===== config.mk =====
export PLATFORM = sky130hd
export DESIGN_NAME = rom_arbiter
export DESIGN_NICKNAME = d
export VERILOG_FILES = /design/src/rtl/rom_arbiter.sv
export SDC_FILE = /design/constraint.sdc
export NUM_CORES = 1
export LEC_CHECK = 0
export ABC_AREA = 1
export CAP_MARGIN = 20
export CORE_MARGIN = 1.5
export CORE_UTILIZATION = 44
export DETAILED_ROUTE_END_ITERATION = 16
export HOLD_SLACK_MARGIN = 0.06
export PLACE_DENSITY = 0.94
export SETUP_SLACK_MARGIN = 0.2
export SLEW_MARGIN = 15
export SYNTH_ARGS = -nofsm -noshare
export SYNTH_HDL_FRONTEND = slang
export SYNTH_SLANG_ARGS = --single-unit

===== constraint.sdc =====
create_clock -name clk -period 3.5 [get_ports clk]
set_input_delay 1.05 -clock clk [delete_from_list [all_inputs] [get_ports clk]]
set_output_delay 1.05 -clock clk [all_outputs]
set_load 0.03 [all_outputs]

===== src/rtl/rom_arbiter.sv =====
// rom_arbiter: round-robin arbiter giving a fetch port and a data/debug port shared access to one
// combinational ROM. Defining ROM_ARB_ADDR_CHECK_EN enables misaligned/out-of-range address errors.
module rom_arbiter #(
    parameter int ROM_WORDS = 1024
) (
    input  logic        clk,
    input  logic        rst_n,

    input  logic        f_req,
    input  logic [31:0] f_addr,
    output logic        f_gnt,
    output logic        f_valid,
    output logic [31:0] f_data,
    output logic        f_err,

    input  logic        d_req,
    input  logic [31:0] d_addr,
    output logic        d_gnt,
    output logic        d_valid,
    output logic [31:0] d_data,
    output logic        d_err,

    output logic [31:0] rom_address,
    input  logic [31:0] rom_result,

    output logic        o_dbg_state
);

    typedef enum logic {
        IDLE = 1'b0,
        READ = 1'b1
    } state_t;

    localparam logic OWNER_F = 1'b0;
    localparam logic OWNER_D = 1'b1;

    if (ROM_WORDS < 1) begin : g_param_check
        $error("rom_arbiter: ROM_WORDS must be at least 1");
    end

    state_t      r_state;
    logic        r_last_owner;
    logic [31:0] r_rom_address;
    logic        r_f_gnt;
    logic        r_f_valid;
    logic [31:0] r_f_data;
    logic        r_f_err;
    logic        r_d_gnt;
    logic        r_d_valid;
    logic [31:0] r_d_data;
    logic        r_d_err;

    logic        w_f_req;
    logic        w_d_req;
    logic        w_any_req;
    logic        w_pick_d;
    logic [31:0] w_win_addr;
    logic [31:0] w_rd_data;
    logic        w_rd_err;

    // Valid handshake: a requester holds req until it sees its one-cycle gnt, and drops req in
    // the following cycle (its valid cycle). The owner's req is masked during its valid cycle so
    // a late drop never produces a second access.
    assign w_f_req   = f_req & ~r_f_valid;
    assign w_d_req   = d_req & ~r_d_valid;
    assign w_any_req = w_f_req | w_d_req;

    // On a tie the side that did not own the previous access wins.
    assign w_pick_d   = w_d_req & (~w_f_req | (r_last_owner == OWNER_F));
    assign w_win_addr = w_pick_d ? d_addr : f_addr;

`ifdef ROM_ARB_ADDR_CHECK_EN
    logic r_bad;
    logic w_win_bad;

    assign w_win_bad = (w_win_addr[1:0] != 2'b00) ||
                       ({2'b00, w_win_addr[31:2]} >= 32'(ROM_WORDS));
    assign w_rd_data = r_bad ? 32'd0 : rom_result;
    assign w_rd_err  = r_bad;

    always_ff @(posedge clk or negedge rst_n) begin
        if (!rst_n) begin
            r_bad <= 1'b0;
        end else if ((r_state == IDLE) && w_any_req) begin
            r_bad <= w_win_bad;
        end
    end
`else
    assign w_rd_data = rom_result;
    assign w_rd_err  = 1'b0;
`endif

    always_ff @(posedge clk or negedge rst_n) begin
        if (!rst_n) begin
            r_state       <= IDLE;
            r_last_owner  <= OWNER_D;
            r_rom_address <= 32'd0;
            r_f_gnt       <= 1'b0;
            r_f_valid     <= 1'b0;
            r_f_data      <= 32'd0;
            r_f_err       <= 1'b0;
            r_d_gnt       <= 1'b0;
            r_d_valid     <= 1'b0;
            r_d_data      <= 32'd0;
            r_d_err       <= 1'b0;
        end else begin
            r_f_gnt   <= 1'b0;
            r_d_gnt   <= 1'b0;
            r_f_valid <= 1'b0;
            r_d_valid <= 1'b0;
            case (r_state)
                IDLE: begin
                    if (w_any_req) begin
                        r_rom_address <= w_win_addr;
                        r_last_owner  <= w_pick_d;
                        r_f_gnt       <= ~w_pick_d;
                        r_d_gnt       <= w_pick_d;
                        r_state       <= READ;
                    end
                end
                READ: begin
                    if (r_last_owner == OWNER_D) begin
                        r_d_valid <= 1'b1;
                        r_d_data  <= w_rd_data;
                        r_d_err   <= w_rd_err;
                    end else begin
                        r_f_valid <= 1'b1;
                        r_f_data  <= w_rd_data;
                        r_f_err   <= w_rd_err;
                    end
                    r_state <= IDLE;
                end
                default: r_state <= IDLE;
            endcase
        end
    end

    assign f_gnt       = r_f_gnt;
    assign f_valid     = r_f_valid;
    assign f_data      = r_f_data;
    assign f_err       = r_f_err;
    assign d_gnt       = r_d_gnt;
    assign d_valid     = r_d_valid;
    assign d_data      = r_d_data;
    assign d_err       = r_d_err;
    assign rom_address = r_rom_address;
    assign o_dbg_state = r_state;

endmodule


==> key figures, run 1 <==
STA
  • Worst hold slack: 0.4910 ns
  • Final Cycle Share: 74.33%
  • FMAX: 384.4 MHz
  • Setup-failing EPs final: 0
  • Final TNS setup: 0 ns
  • Hold Fails Final Rpt: 0
  • Skew final: 0.005740 ns
  • Relative slew slack: 37.57%
  • RSZ-0062 raised after global routing: false
  • Measured slew at the worst slew-check pin: 0.9351 ns
  • Post-layout min period: 2.601 ns
  • Worst Slack Setup Final: 0.8985 ns
  • Slew Limit Fails: 0

Floorplanning
  • Ports: 203
  • Num rows: 36
  • Die area: 10,440 um2
  • Die Height: 102.2 um
  • Die width: 102.2 um
  • Initial core utilization: 44.91%
  • Core ar.: 9639 um2

Synth
  • Sequential fraction of the synthesis area: 58.99%
  • Mean area per synthesized cell: 8.573 um2
  • Distinct cells, synth: 21
  • Yosys reg bits: 102
  • Yosys top cell by area: dfrtp_1
  • Mapped Area: 4329 um2
  • Top_reg_cell synth: dfrtp_1
  • Post-Syn Instances: 505
  • Ys async rst share: 100.0%
  • Post-synth EDFFs: 0
  • Yosys warns: 0
  • Top cells by area, synth: dfrtp_1, nand2_1, o21ai_1, inv_1, nand3_1
  • Post-synth top area share: 58.38%

Place
  • Routability cong.: 0.8982
  • Dpl hpwl: 8969 um
  • Place WS: 0.7859 ns
  • Port bufs: 200
  • Dpl cells: 813

Detailed routing
  • Post-DR vias/cell: 4.905
  • Final ANT Viol Nets: 0
  • Residual DRC: 0
  • Via Count: 4,066
  • DR iter-0 viols: 184
  • DRT Pass-1 Iters: 5
  • WL final: 12,290 um
  • Average routed wire per standard cell: 14.82 um

Setup path
  • Worst path arrival time: 1.55 ns
  • Setup CP Type: flop to output port
  • Largest delay contributor family on the critical path: buffers and inverters
  • CP required: 2.45 ns
  • WP buf/inv: 1
  • Worst Setup Start Kind: flop
  • Crit-path cells: clkdlybuf4s50_1
  • CP Capture Type: output port
  • Crit-path max FO: 4
  • CP peak stage delay: 0.73 ns
  • Slowest CP cell: clkdlybuf4s50_1

Power and ir drop
  • Peak supply drop: 0.5982 mV
  • Pwr dens: 985.0 nW/um2
  • LEAKAGE: 3.216 nW

Clocking
  • Resized cells post-CTS: 0
  • CTS tree: done
  • Setup bufs post-CTS: 0
  • CTS max path bufs: 2
  • Clk root buf: clkbuf_8
  • Num CTS Buffers: 9
  • H-Tree Depth: 3
  • Cts hold-fix bufs: 0
  • Worst-path clk slew: 0.10 ns
  • Clock Latency Late Sink: 0.36 ns
  • Clock sink count: 102

GRT
  • First-pass GRT wire length: 18,940 um
  • GRT Overall Usage: 23.44%
  • Global route total overflow: 0
  • Initial antenna violation count: 0
  • Pin count of the biggest net entering global routing: 66
  • Vias in the first global route: 4,043

Layout
  • Finished Layout Cells: 829
  • Area Growth Syn to Fin: 51.99%
  • Footprint of the multi-input gates: 1414 um2
  • Final-stage net count: 791
  • Antenna cell count: 0
  • # fillers: 747
  • Layout cell share with drive strength beyond 1: 4.598%
  • Register area: 2554 um2

Flow run
  • Max-capacitance violation count: 0

Status
  • Status: finished, final reports clean

Hold path
  • Worst hold path class: flop to flop
cell type report:
| type | instances | share of cell area, % |
|---|---|---|
| Tap cell | 133 | 2.529 |
| Timing Repair Buffer | 204 | 31.03 |
| Sequential cell | 102 | 38.81 |
| Clock inverter | 7 | 1.122 |
| Multi-Input combinational cell | 319 | 21.49 |
| Clock buffer | 9 | 1.882 |
| Inverter | 55 | 3.137 |
sequential cells by signal, indices dropped and copies added, names as in the netlist:
register and cells:
o_dbg_state 1, d_gnt 1, d_valid 1, d_data 32, f_gnt 1, f_data 32, f_valid 1, r_last_owner 1
rom_address 32
worst min-delay path: stages (launching register included):
cell	delay, ns
dfrtp_1	0.36
nand2_1	0.05
nand2_1	0.05
layer usage:
metal / global-route usage [%] / share of wire (%) / vias up
met5: 0 / 0 / -
met4: 12.22 / 3.4 / 0
met3: 5.677 / 7.7 / 38
li1: - / - / 1930
met1: 27.17 / 38 / 1913
met2: 40.35 / 51 / 185
per-stage QoR:
stage,total power [mW],instance area [um2],utilization [%]
floorplan,4.182,4333,-
global route,6.871,6580,68.26
global placement,5.625,6377,66.16
detailed placement,5.764,6377,66.16
finish,6.481,6580,68.26
CTS,6.530,6575,68.21
kinds of logic after synthesis:
family | synth area share [%]
simple gates | 24.68
buf+inv | 8.613
other cells | 0.08662
compound gates | 7.630
flops | 58.99
cells in the mapped netlist (2+ instances only):
cell type	instances
nand2_1	197
inv_1	51
inv_2	4
nand3b_1	16
nand3_1	32
o21ai_1	39
o21ai_0	26
clkbuf_1	3
dfrtp_1	101
buf_2	22
buf_4	3
buf_6	2
final timing paths:
check	startpoint	endpoint	slack (ns)	depth (start not counted)
setup / recovery	o_dbg_state	o_dbg_state	0.90	1
hold / removal	rom_address[1]	rom_address[1]	0.49	2
setup reg to reg	r_last_owner	rom_address[9]	1.71	5
hold reg to reg	rom_address[1]	rom_address[1]	0.49	2
max in group asynchronous	rst_n	d_data[28]	2.07	2
min in group asynchronous	rst_n	rom_address[4]	0.70	1
report_power, final:
group          switching, mW  internal [mW]
registers              0.354           1.76
clock network          0.412          0.333
logic                   2.23           1.39
total                   2.99           3.49
cells in the final DEF, fill, tap and decap left out, types with 2 or more instances in the layout:
| cell | n |
|---|---|
| nand3b_1 | 16 |
| nand3_1 | 32 |
| dfrtp_1 | 101 |
| inv_2 | 4 |
| clkdlybuf4s50_1 | 199 |
| nand2_4 | 2 |
| conb_1 | 2 |
| clkinv_2 | 2 |
| nand2_1 | 196 |
| o21ai_0 | 26 |
| inv_1 | 51 |
| buf_4 | 4 |
| o21ai_1 | 39 |
| clkinv_4 | 2 |
| clkbuf_8 | 9 |
No activity file was read; power rests on OpenSTA's default activity.
==> inputs of run 2 (changes only) <==
--- a/config.mk
+++ b/config.mk
@@ -8,10 +8,10 @@
 export ABC_AREA = 1
 export CAP_MARGIN = 20
 export CORE_MARGIN = 1.5
-export CORE_UTILIZATION = 44
+export CORE_UTILIZATION = 41
 export DETAILED_ROUTE_END_ITERATION = 16
 export HOLD_SLACK_MARGIN = 0.06
-export PLACE_DENSITY = 0.94
+export PLACE_DENSITY = 0.89
 export SETUP_SLACK_MARGIN = 0.2
 export SLEW_MARGIN = 15
 export SYNTH_ARGS = -nofsm -noshare
==> constraint.sdc (replaced) <==
create_clock -name clk -period 2.7 [get_ports clk]
set_input_delay 0.81 -clock clk [delete_from_list [all_inputs] [get_ports clk]]
set_output_delay 0.81 -clock clk [all_outputs]
set_load 0.03 [all_outputs]
==> key figures, run 2 (synthesized netlist as in run 1, its figures left out) <==
Status
  • Status: finished, final reports clean (unchanged)

Setup path
  • Worst Setup Start Kind: flop (unchanged)
  • Crit-path max FO: 3 (was 4)
  • Crit-path cells: clkdlybuf4s50_1 (unchanged)
  • CP Capture Type: output port (unchanged)
  • Largest delay contributor family on the critical path: buffers and inverters (unchanged)
  • Setup CP Type: flop to output port (unchanged)
  • CP required: 1.89 ns (was 2.45 ns)
  • Worst path arrival time: 1.55 ns (about the same)
  • CP peak stage delay: 0.74 ns (was 0.73 ns)
  • Slowest CP cell: clkdlybuf4s50_1 (unchanged)
  • WP buf/inv: 1 (unchanged)

Layout
  • Commonest non-fill, non-tap cell in the layout: clkdlybuf4s50_1 (unchanged)
  • Final-stage net count: 796 (was 791)
  • Area Growth Syn to Fin: 52.14% (was 51.99%)
  • # fillers: 826 (was 747)
  • Layout cell share with drive strength beyond 1: 4.993% (was 4.598%)
  • Antenna cell count: 0 (unchanged)
  • Most frequent cells in the layout: clkdlybuf4s50_1, nand2_1, dfrtp_1 (unchanged)

Clocking
  • Clk root buf: clkbuf_8 (unchanged)
  • CTS max path bufs: 2 (unchanged)
  • Worst-path clk slew: 0.09 ns (was 0.10 ns)
  • Resized cells post-CTS: 0 (unchanged)
  • Clock Latency Late Sink: 0.36 ns (about the same)
  • Cts hold-fix bufs: 0 (unchanged)
  • Clock sink count: 102 (unchanged)
  • H-Tree Depth: 3 (unchanged)
  • Num CTS Buffers: 9 (unchanged)
  • Setup bufs post-CTS: 0 (unchanged)
  • CTS tree: done (unchanged)

STA
  • Relative slew slack: 54.84% (was 37.57%)
  • Worst hold slack: 0.4075 ns (was 0.4910 ns)
  • Final Cycle Share: 87.44%
  • RSZ-0062 raised after global routing: false (unchanged)
  • Skew final: 0.006869 ns (was 0.005740 ns)
  • Final TNS setup: 0 ns (unchanged)
  • Setup-failing EPs final: 0 (unchanged)
  • Hold Fails Final Rpt: 0 (unchanged)
  • Slew Limit Fails: 0 (unchanged)
  • Measured slew at the worst slew-check pin: 0.6750 ns (was 0.9351 ns)
  • Post-layout min period: 2.361 ns
  • FMAX: 423.5 MHz

Place
  • Port bufs: 200 (unchanged)
  • Routability cong.: 0.8494 (was 0.8982)
  • Dpl hpwl: 8726 um (was 8969 um)

Power and ir drop
  • Pwr dens: 1258 nW/um2 (was 985.0 nW/um2)
  • Peak supply drop: 0.7308 mV (was 0.5982 mV)
  • LEAKAGE: 3.207 nW (was 3.216 nW)

GRT
  • Global route total overflow: 0 (unchanged)
  • First-pass GRT wire length: 19,440 um (was 18,940 um)
  • Pin count of the biggest net entering global routing: 53 (was 66)
  • GRT Overall Usage: 21.80% (was 23.44%)
  • Vias in the first global route: 3,982 (was 4,043)
  • Initial antenna violation count: 0 (unchanged)

Detailed routing
  • Residual DRC: 0 (unchanged)
  • DRT Pass-1 Iters: 5 (unchanged)
  • Final ANT Viol Nets: 0 (unchanged)
  • DR iter-0 viols: 251 (was 184)
  • Average routed wire per standard cell: 14.41 um (was 14.82 um)
  • WL final: 12,060 um (was 12,290 um)
  • Via Count: 3,961 (was 4,066)
  • Post-DR vias/cell: 4.732 (was 4.905)

Floorplanning
  • Core ar.: 10,280 um2 (was 9639 um2)
  • Initial core utilization: 42.12% (was 44.91%)
  • Die Height: 105.8 um (was 102.2 um)
  • Die width: 105.8 um (was 102.2 um)
  • Die area: 11,180 um2 (was 10,440 um2)
  • Ports: 203 (unchanged)
  • Num rows: 37 (was 36)

Hold path
  • Worst hold path class: input port to asynchronous set/reset pin (was flop to flop)

Flow run
  • Max-capacitance violation count: 0 (unchanged)
## run 2: path summary, 6_finish.rpt
path	start	endpoint	slack, ns	cells after the start
worst max-delay path	d_valid	d_valid	0.34	1
worst min-delay path	rst_n	d_data[0]	0.41	1
worst max register to register	r_last_owner	d_data[25]	1.03	4
worst min register to register	rom_address[16]	rom_address[16]	0.49	2
max in group asynchronous	rst_n	f_data[11]	1.61	2
min in group clk	rom_address[16]	rom_address[16]	0.49	2
## run 2: routing by layer
metal	share of wire [%]	GRT usage (%)	up-vias
met3	10	7.112	16
met2	47	35.48	182
met5	0	0	-
met4	1.9	7.336	0
li1	-	-	1935
met1	41	27.38	1828
## run 2: cell type report
| type | count | area, um2 | area share (%) |
|---|---|---|---|
| Sequential cell | 102 | 2554 | 38.77 |
| Timing Repair Buffer | 209 | 2079 | 31.57 |
| Tap cell | 136 | 170.2 | 2.584 |
| Clock inverter | 5 | 36.28 | 0.5509 |
| Inverter | 55 | 206.4 | 3.134 |
| Multi-Input combinational cell | 319 | 1409 | 21.39 |
| Clock buffer | 11 | 131.4 | 1.995 |
## run 2: per-stage QoR
stage	area [um2]	total power, mW	setup slack (ns)	instances	utilization (%)
3_3_place_gp	6419	7.352	0.4900	821	62.45
2_1_floorplan	4333	5.422	1.179	506	-
3_5_place_dp	6419	7.484	0.4598	821	62.45
5_1_grt	6586	8.810	0.2668	837	64.09
6_report	6586	8.284	0.3390	837	64.09
4_1_cts	6586	8.363	0.3086	837	64.09
## run 2: power breakdown
group          switching [mW]  internal, mW
sequential              0.452          2.28
clock                   0.511         0.336
combinational            2.87          1.83
total                    3.83          4.45
